### config.mk
export PLATFORM = sky130hd
export DESIGN_NAME = servo_pwm_sequencer
export DESIGN_NICKNAME = d
export VERILOG_FILES = /design/src/rtl/servo_pwm_sequencer.sv
export SDC_FILE = /design/constraint.sdc
export NUM_CORES = 1
export LEC_CHECK = 0
export ABC_AREA = 1
export BUFFER_PORTS_ARGS = -buffer_cell sky130_fd_sc_hd__buf_4
export CORE_MARGIN = 5
export CORE_UTILIZATION = 40
export DETAILED_ROUTE_END_ITERATION = 10
export PLACE_DENSITY = 0.68
export SYNTH_ARGS = -nofsm -noshare
export SYNTH_HDL_FRONTEND = slang
export SYNTH_SLANG_ARGS = --single-unit
### constraint.sdc
create_clock -name PCLK -period 8.8 [get_ports PCLK]
set_clock_uncertainty 0.15 [all_clocks]
set_input_delay 1.32 -clock PCLK [delete_from_list [all_inputs] [get_ports PCLK]]
set_output_delay 1.32 -clock PCLK [all_outputs]
set_load 0.01 [all_outputs]
### src/rtl/servo_pwm_sequencer.sv
// APB3 slave generating two staggered hobby-servo PWM pulses (pan, tilt) whose
// widths slew once per frame toward firmware-written targets.
module servo_pwm_sequencer #(
  parameter int TICK_DIV  = 10,
  parameter int FRAME_US  = 20000,
  parameter int MIN_US    = 1000,
  parameter int MAX_US    = 2000,
  parameter int CENTER_US = 1500
) (
  input  logic        PCLK,
  input  logic        PRESETN,
  input  logic        PSEL,
  input  logic        PENABLE,
  input  logic        PWRITE,
  input  logic [7:0]  PADDR,
  input  logic [31:0] PWDATA,
  output logic [31:0] PRDATA,
  output logic        PREADY,
  output logic        PSLVERR,
  output logic        PWM_PAN,
  output logic        PWM_TILT,
  output logic        FRAME_IRQ
);

  localparam int PW = (TICK_DIV > 1) ? $clog2(TICK_DIV) : 1;
  localparam logic [PW-1:0] PRESC_MAX  = PW'(TICK_DIV - 1);
  localparam logic [14:0]   US_MAX     = 15'(FRAME_US - 1);
  localparam logic [14:0]   US_HALF    = 15'(FRAME_US / 2);
  localparam logic [15:0]   MIN16      = 16'(MIN_US);
  localparam logic [15:0]   MAX16      = 16'(MAX_US);
  localparam logic [10:0]   CENTER11   = 11'(CENTER_US);

  logic [1:0]    ctrl_q, ctrl_d;
  logic [10:0]   tgt0_q, tgt0_d, tgt1_q, tgt1_d;
  logic [10:0]   step_q, step_d;
  logic [10:0]   cur0_q, cur0_d, cur1_q, cur1_d;
  logic          flag_q, flag_d;
  logic [PW-1:0] presc_q, presc_d;
  logic [14:0]   us_q, us_d;
  logic          pan_q, pan_d, tilt_q, tilt_d;

  logic       wrEn, w1cFlag, en, tick, frameEdge;
  logic [2:0] regSel;
  logic       settled0, settled1;

  // Full 16-bit compare so out-of-range writes cannot alias into the 11-bit field.
  function automatic logic [10:0] clampTgt(input logic [15:0] v);
    if (v < MIN16)      return MIN16[10:0];
    else if (v > MAX16) return MAX16[10:0];
    else                return v[10:0];
  endfunction

  function automatic logic [10:0] slew(input logic [10:0] cur,
                                       input logic [10:0] tgt,
                                       input logic [10:0] step);
    logic signed [11:0] diff;
    logic [11:0]        mag;
    diff = $signed({1'b0, tgt}) - $signed({1'b0, cur});
    mag  = diff[11] ? 12'(-diff) : 12'(diff);
    if (step == 11'd0 || mag <= {1'b0, step}) return tgt;
    else if (diff[11])                          return cur - step;
    else                                        return cur + step;
  endfunction

  assign wrEn      = PSEL & PENABLE & PWRITE;
  assign regSel    = PADDR[4:2];
  assign en        = ctrl_q[0];
  assign tick      = en && (presc_q == PRESC_MAX);
  assign frameEdge = tick && (us_q == US_MAX);
  assign settled0  = (cur0_q == tgt0_q);
  assign settled1  = (cur1_q == tgt1_q);

  // Register writes feed straight into the boundary update so a write landing
  // on the boundary edge is honoured by that edge's slew.
  always_comb begin
    ctrl_d  = ctrl_q;
    tgt0_d  = tgt0_q;
    tgt1_d  = tgt1_q;
    step_d  = step_q;
    w1cFlag = 1'b0;
    if (wrEn) begin
      case (regSel)
        3'd0:    ctrl_d  = PWDATA[1:0];
        3'd1:    tgt0_d  = clampTgt(PWDATA[15:0]);
        3'd2:    tgt1_d  = clampTgt(PWDATA[15:0]);
        3'd3:    step_d  = PWDATA[10:0];
        3'd6:    w1cFlag = PWDATA[2];
        default: ;
      endcase
    end

    presc_d = '0;
    us_d    = '0;
    if (en) begin
      presc_d = tick ? '0 : presc_q + PW'(1);
      us_d    = tick ? ((us_q == US_MAX) ? 15'd0 : us_q + 15'd1) : us_q;
    end

    cur0_d = cur0_q;
    cur1_d = cur1_q;
    flag_d = w1cFlag ? 1'b0 : flag_q;
    if (frameEdge) begin
      cur0_d = slew(cur0_q, tgt0_d, step_d);
      cur1_d = slew(cur1_q, tgt1_d, step_d);
      flag_d = 1'b1;
    end

    pan_d  = en && (us_q < {4'b0, cur0_q});
    tilt_d = en && (us_q >= US_HALF) &&
             ({1'b0, us_q} < ({1'b0, US_HALF} + {5'b0, cur1_q}));
  end

  always_ff @(posedge PCLK or negedge PRESETN) begin
    if (!PRESETN) begin
      ctrl_q  <= 2'b00;
      tgt0_q  <= CENTER11;
      tgt1_q  <= CENTER11;
      step_q  <= 11'd0;
      cur0_q  <= CENTER11;
      cur1_q  <= CENTER11;
      flag_q  <= 1'b0;
      presc_q <= '0;
      us_q    <= 15'd0;
      pan_q   <= 1'b0;
      tilt_q  <= 1'b0;
    end else begin
      ctrl_q  <= ctrl_d;
      tgt0_q  <= tgt0_d;
      tgt1_q  <= tgt1_d;
      step_q  <= step_d;
      cur0_q  <= cur0_d;
      cur1_q  <= cur1_d;
      flag_q  <= flag_d;
      presc_q <= presc_d;
      us_q    <= us_d;
      pan_q   <= pan_d;
      tilt_q  <= tilt_d;
    end
  end

  always_comb begin
    PRDATA = 32'd0;
    if (PSEL) begin
      case (regSel)
        3'd0:    PRDATA = {30'd0, ctrl_q};
        3'd1:    PRDATA = {21'd0, tgt0_q};
        3'd2:    PRDATA = {21'd0, tgt1_q};
        3'd3:    PRDATA = {21'd0, step_q};
        3'd4:    PRDATA = {21'd0, cur0_q};
        3'd5:    PRDATA = {21'd0, cur1_q};
        3'd6:    PRDATA = {29'd0, flag_q, settled1, settled0};
        default: PRDATA = 32'd0;
      endcase
    end
  end

  assign PREADY    = 1'b1;
  assign PSLVERR   = 1'b0;
  assign PWM_PAN   = pan_q;
  assign PWM_TILT  = tilt_q;
  assign FRAME_IRQ = flag_q & ctrl_q[1];

endmodule

==> results.sh <==
export IMPL_yosys_mux_area_fraction_pct=0
export IMPL_grt_pass1_wl_um=43400
export IMPL_proportion_of_layout_cells_with_a_drive_suffix_above_1_pct=8.77
export IMPL_worst_setup_path_end_kind="flip-flop"
export IMPL_avgSynthCellArea_sq_um=6.59
export IMPL_final_hold_worst_slack_ps=344
export IMPL_dieHeight_um=159
export IMPL_synth_top_family_by_area="simple AND/OR/NAND/NOR gates"
export IMPL_synth_xor_area_share_pct=6.63
export IMPL_synth_simple_gate_area_share_pct=31.7
export IMPL_n_fill_cell=2272
export IMPL_path_class_of_the_lowest_slack_min_delay_path="reg2reg"
export IMPL_netlist_instances=1345
export IMPL_mostFrequentLayoutCells="370 x nand2_1, 214 x inv_1, 106 x nand3_1, 93 x ha_1, 91 x nor2_1"
export IMPL_min_delay_start="cur0_q[3]"
export IMPL_power_per_cell_area_nw_per_um2=167
export IMPL_cp_num_cells=36
export IMPL_arrival_ps=6900
export IMPL_dp_cells=1643
export IMPL_io_buffers=37
export IMPL_place_hpwl_um=22100
export IMPL_maxSlewViolCount=0
export IMPL_worst_endpoint_required_ps=8880
export IMPL_area_growth_pct=8.66
export IMPL_ant_nets=0
export IMPL_unrepaired_setup_endpoints_after_global_routing="false"
export IMPL_path_clk_slew_ps=60
export IMPL_timing_hold_violations_final=0
export IMPL_timing_reg2reg_worst_path_depth=29
export IMPL_detailedRoute_firstIterationViolations=924
export IMPL_cts_resized_gates=0
export IMPL_clock_sink_count=79
export IMPL_rows=54
export IMPL_netlist_cell_type_count=52
export IMPL_tritoncts="yes"
export IMPL_cp_slowest_cell="nor2_1"
export IMPL_synth_adder_area_share_pct=14.0
export IMPL_reg2reg_from="tgt0_q[4]"
export IMPL_maximum_number_of_pins_on_one_net_before_global_route_repair=63
export IMPL_timing_critical_path_buf_inv=6
export IMPL_worstSkewPairLatency_ps=350
export IMPL_post_route_min_period_ps=6820
export IMPL_routed_wirelength_um=27400
export IMPL_synthTopCellsByArea="nand2_1 16%, dfrtp_1 14%, ha_1 13%"
export IMPL_initial_core_util_pct=40.6
export IMPL_cp_slowest_stage_delay_ps=680
export IMPL_synth_compound_area_share_pct=12.4
export IMPL_whs_path_depth=2
export IMPL_synth_seq_area_share_pct=22.7
export IMPL_place_congestion=1.00
export IMPL_cts_buffers_inserted=9
export IMPL_synth_yosys_warnings=0
export IMPL_synth_largest_area_cell="nand2_1"
export IMPL_critical_path_startpoint="PWDATA[3]"
export IMPL_max_slew_margin_pct=33.7
export IMPL_nets=1516
export IMPL_power_leakage_uw=0.00527
export IMPL_power_uw=1610
export IMPL_power_clock_fraction_pct=24.2
export IMPL_design_portCount=82
export IMPL_layout_cells_most_common="nand2_1"
export IMPL_wirelength_per_cell_um=16.5
export IMPL_timing_worst_setup_path_type="in2reg"
export IMPL_grt_overflow_total=0
export IMPL_die_x_um=159
export IMPL_post_route_drc_count=0
export IMPL_core_area_sq_um=21800
export IMPL_number_of_antenna_violations_at_the_first_check_in_global_routing=0
export IMPL_root_buffer="clkbuf_16"
export IMPL_insertedDiodeCount=0
export IMPL_detailroute_via_count=8910
export IMPL_first_global_vias=8121
export IMPL_vdd_ir_drop_worst_mv=0.0856
export IMPL_fin_cells=1659
export IMPL_vias_per_cell=5.37
export IMPL_finalSetupViolCount=0
export IMPL_timing_max_cap_violations=0
export IMPL_cts_htree_levels=3
export IMPL_mappedNetlistArea_sq_um=8860
export IMPL_postCtsSetupBuffers=0
export IMPL_power_share_combinational_pct=48.8
export IMPL_clock_tree_buffer_depth=2
export IMPL_multiInputGateArea_sq_um=5820
export IMPL_cp_common_cell="nand2_1"
export IMPL_run_status="finished, final reports clean"
export IMPL_netlist_area_leader_share_pct=15.7
export IMPL_sw_ratio_pct=43.5
export IMPL_drt_pass1_iterations=6
export IMPL_fmax_ghz=0.147
export IMPL_min_period_over_period_pct=77.5
export IMPL_regArea_sq_um=2010
export IMPL_grtUsageTotal_pct=21.0
export IMPL_cp_max_fo=13
export IMPL_worst_slew_pin_slew_ps=993
export IMPL_cts_hold_buffers=0
export IMPL_worst_path_dominant_cell_family="simple AND/OR/NAND/NOR gates"
export IMPL_die_footprint_sq_um=25200
export IMPL_power_sequential_fraction_pct=27.0
export IMPL_netSwitchingPower_uw=699
export IMPL_internal_power_uw=907
export IMPL_setup_worst_path_start_class="input pin"
export IMPL_ys_seq_elements=79
export IMPL_tns_ps=0
-- tightest hold or removal path, delay by kind of cell, from the launching register on --
kind / cells / cell delay (ps)
flops: 1 / 390
simple gates: 2 / 110
-- power groups by stage --
| stage | Sequential, uW | Clock (uW) | Combinational [uW] |
|---|---|---|---|
| 6_report | 433 | 389 | 784 |
| 5_1_grt | 437 | 406 | 889 |
| 4_1_cts | 432 | 389 | 775 |
| 3_5_place_dp | 439 | 0 | 771 |
| 3_3_place_gp | 437 | 0 | 756 |
| 2_1_floorplan | 428 | 0 | 588 |
-- synthesized netlist by cell type, drive strengths merged --
master,number
nand2,379
inv,217
nand3,108
nor2,98
ha,93
o21ai,69
a21oi,61
xor2,52
dfrtp,51
buf,30
dfstp,28
nand4,27
o22ai,26
nor3,17
clkbuf,16
xnor2,15
nor4,10
a211oi,7
o211ai,7
a31oi,4
fa,4
or2,4
a2111oi,2
a221oi,2
conb,2
nor3b,2
o21a,2
o21bai,2
o221ai,2
a21boi,1
a21o,1
a2bb2oi,1
clkinv,1
nand3b,1
o221a,1
o31ai,1
o41ai,1
-- state kept, by name, summed over array words and instances (netlist names) --
register  cells
us_q         15
cur0_q       11
cur1_q       11
step_q       11
tgt0_q       11
tgt1_q       11
presc_q       4
ctrl_q        2
PWM_PAN       1
PWM_TILT      1
flag_q        1
-- area by class of cell --
class,instances,share of cell area (%)
Multi-Input combinational cell,1023,60.5
Sequential cell,79,20.9
Inverter,218,8.50
Tap cell,280,3.64
Timing Repair Buffer,43,3.35
Clock buffer,10,2.48
Clock inverter,6,0.624
-- stage by stage --
| stage | instance area, sq um | worst slack (ps) | utilization, % |
|---|---|---|---|
| after floorplan | 8940 | 3190 | - |
| after global placement | 9330 | 1790 | 42.7 |
| after detailed placement | 9330 | 1790 | 42.7 |
| after CTS | 9620 | 2140 | 44.1 |
| after global routing | 9620 | 1480 | 44.1 |
| final | 9620 | 1980 | 44.1 |
-- worst paths after layout --
| kind | to | slack (ps) |
|---|---|---|
| min in group asynchronous | cur0_q[9] | 690 |
| hold reg to reg | cur0_q[3] | 340 |
| hold / removal | cur0_q[3] | 340 |
| setup / recovery | cur0_q[0] | 1980 |
| setup reg to reg | cur0_q[0] | 4070 |
| max in group asynchronous | step_q[7] | 6690 |
-- layer usage --
layer / share of wire [%] / track usage [%] / wire length (um) / vias to the layer above
li1: - / - / - / 4389
met1: 45 / 28.7 / 12200 / 4120
met2: 45 / 33.7 / 12200 / 347
met3: 7.4 / 3.27 / 2010 / 54
met4: 3.3 / 7.47 / 900 / 0
met5: 0 / 0 / 0 / -
-- cell families after synthesis --
family          after synthesis
compound gates              190
xor+xnor                     67
fa+ha+maj                    97
buf+inv                     264
flops                        79
other cells                   2
simple gates                646
Power figures use the tool's default switching activity.
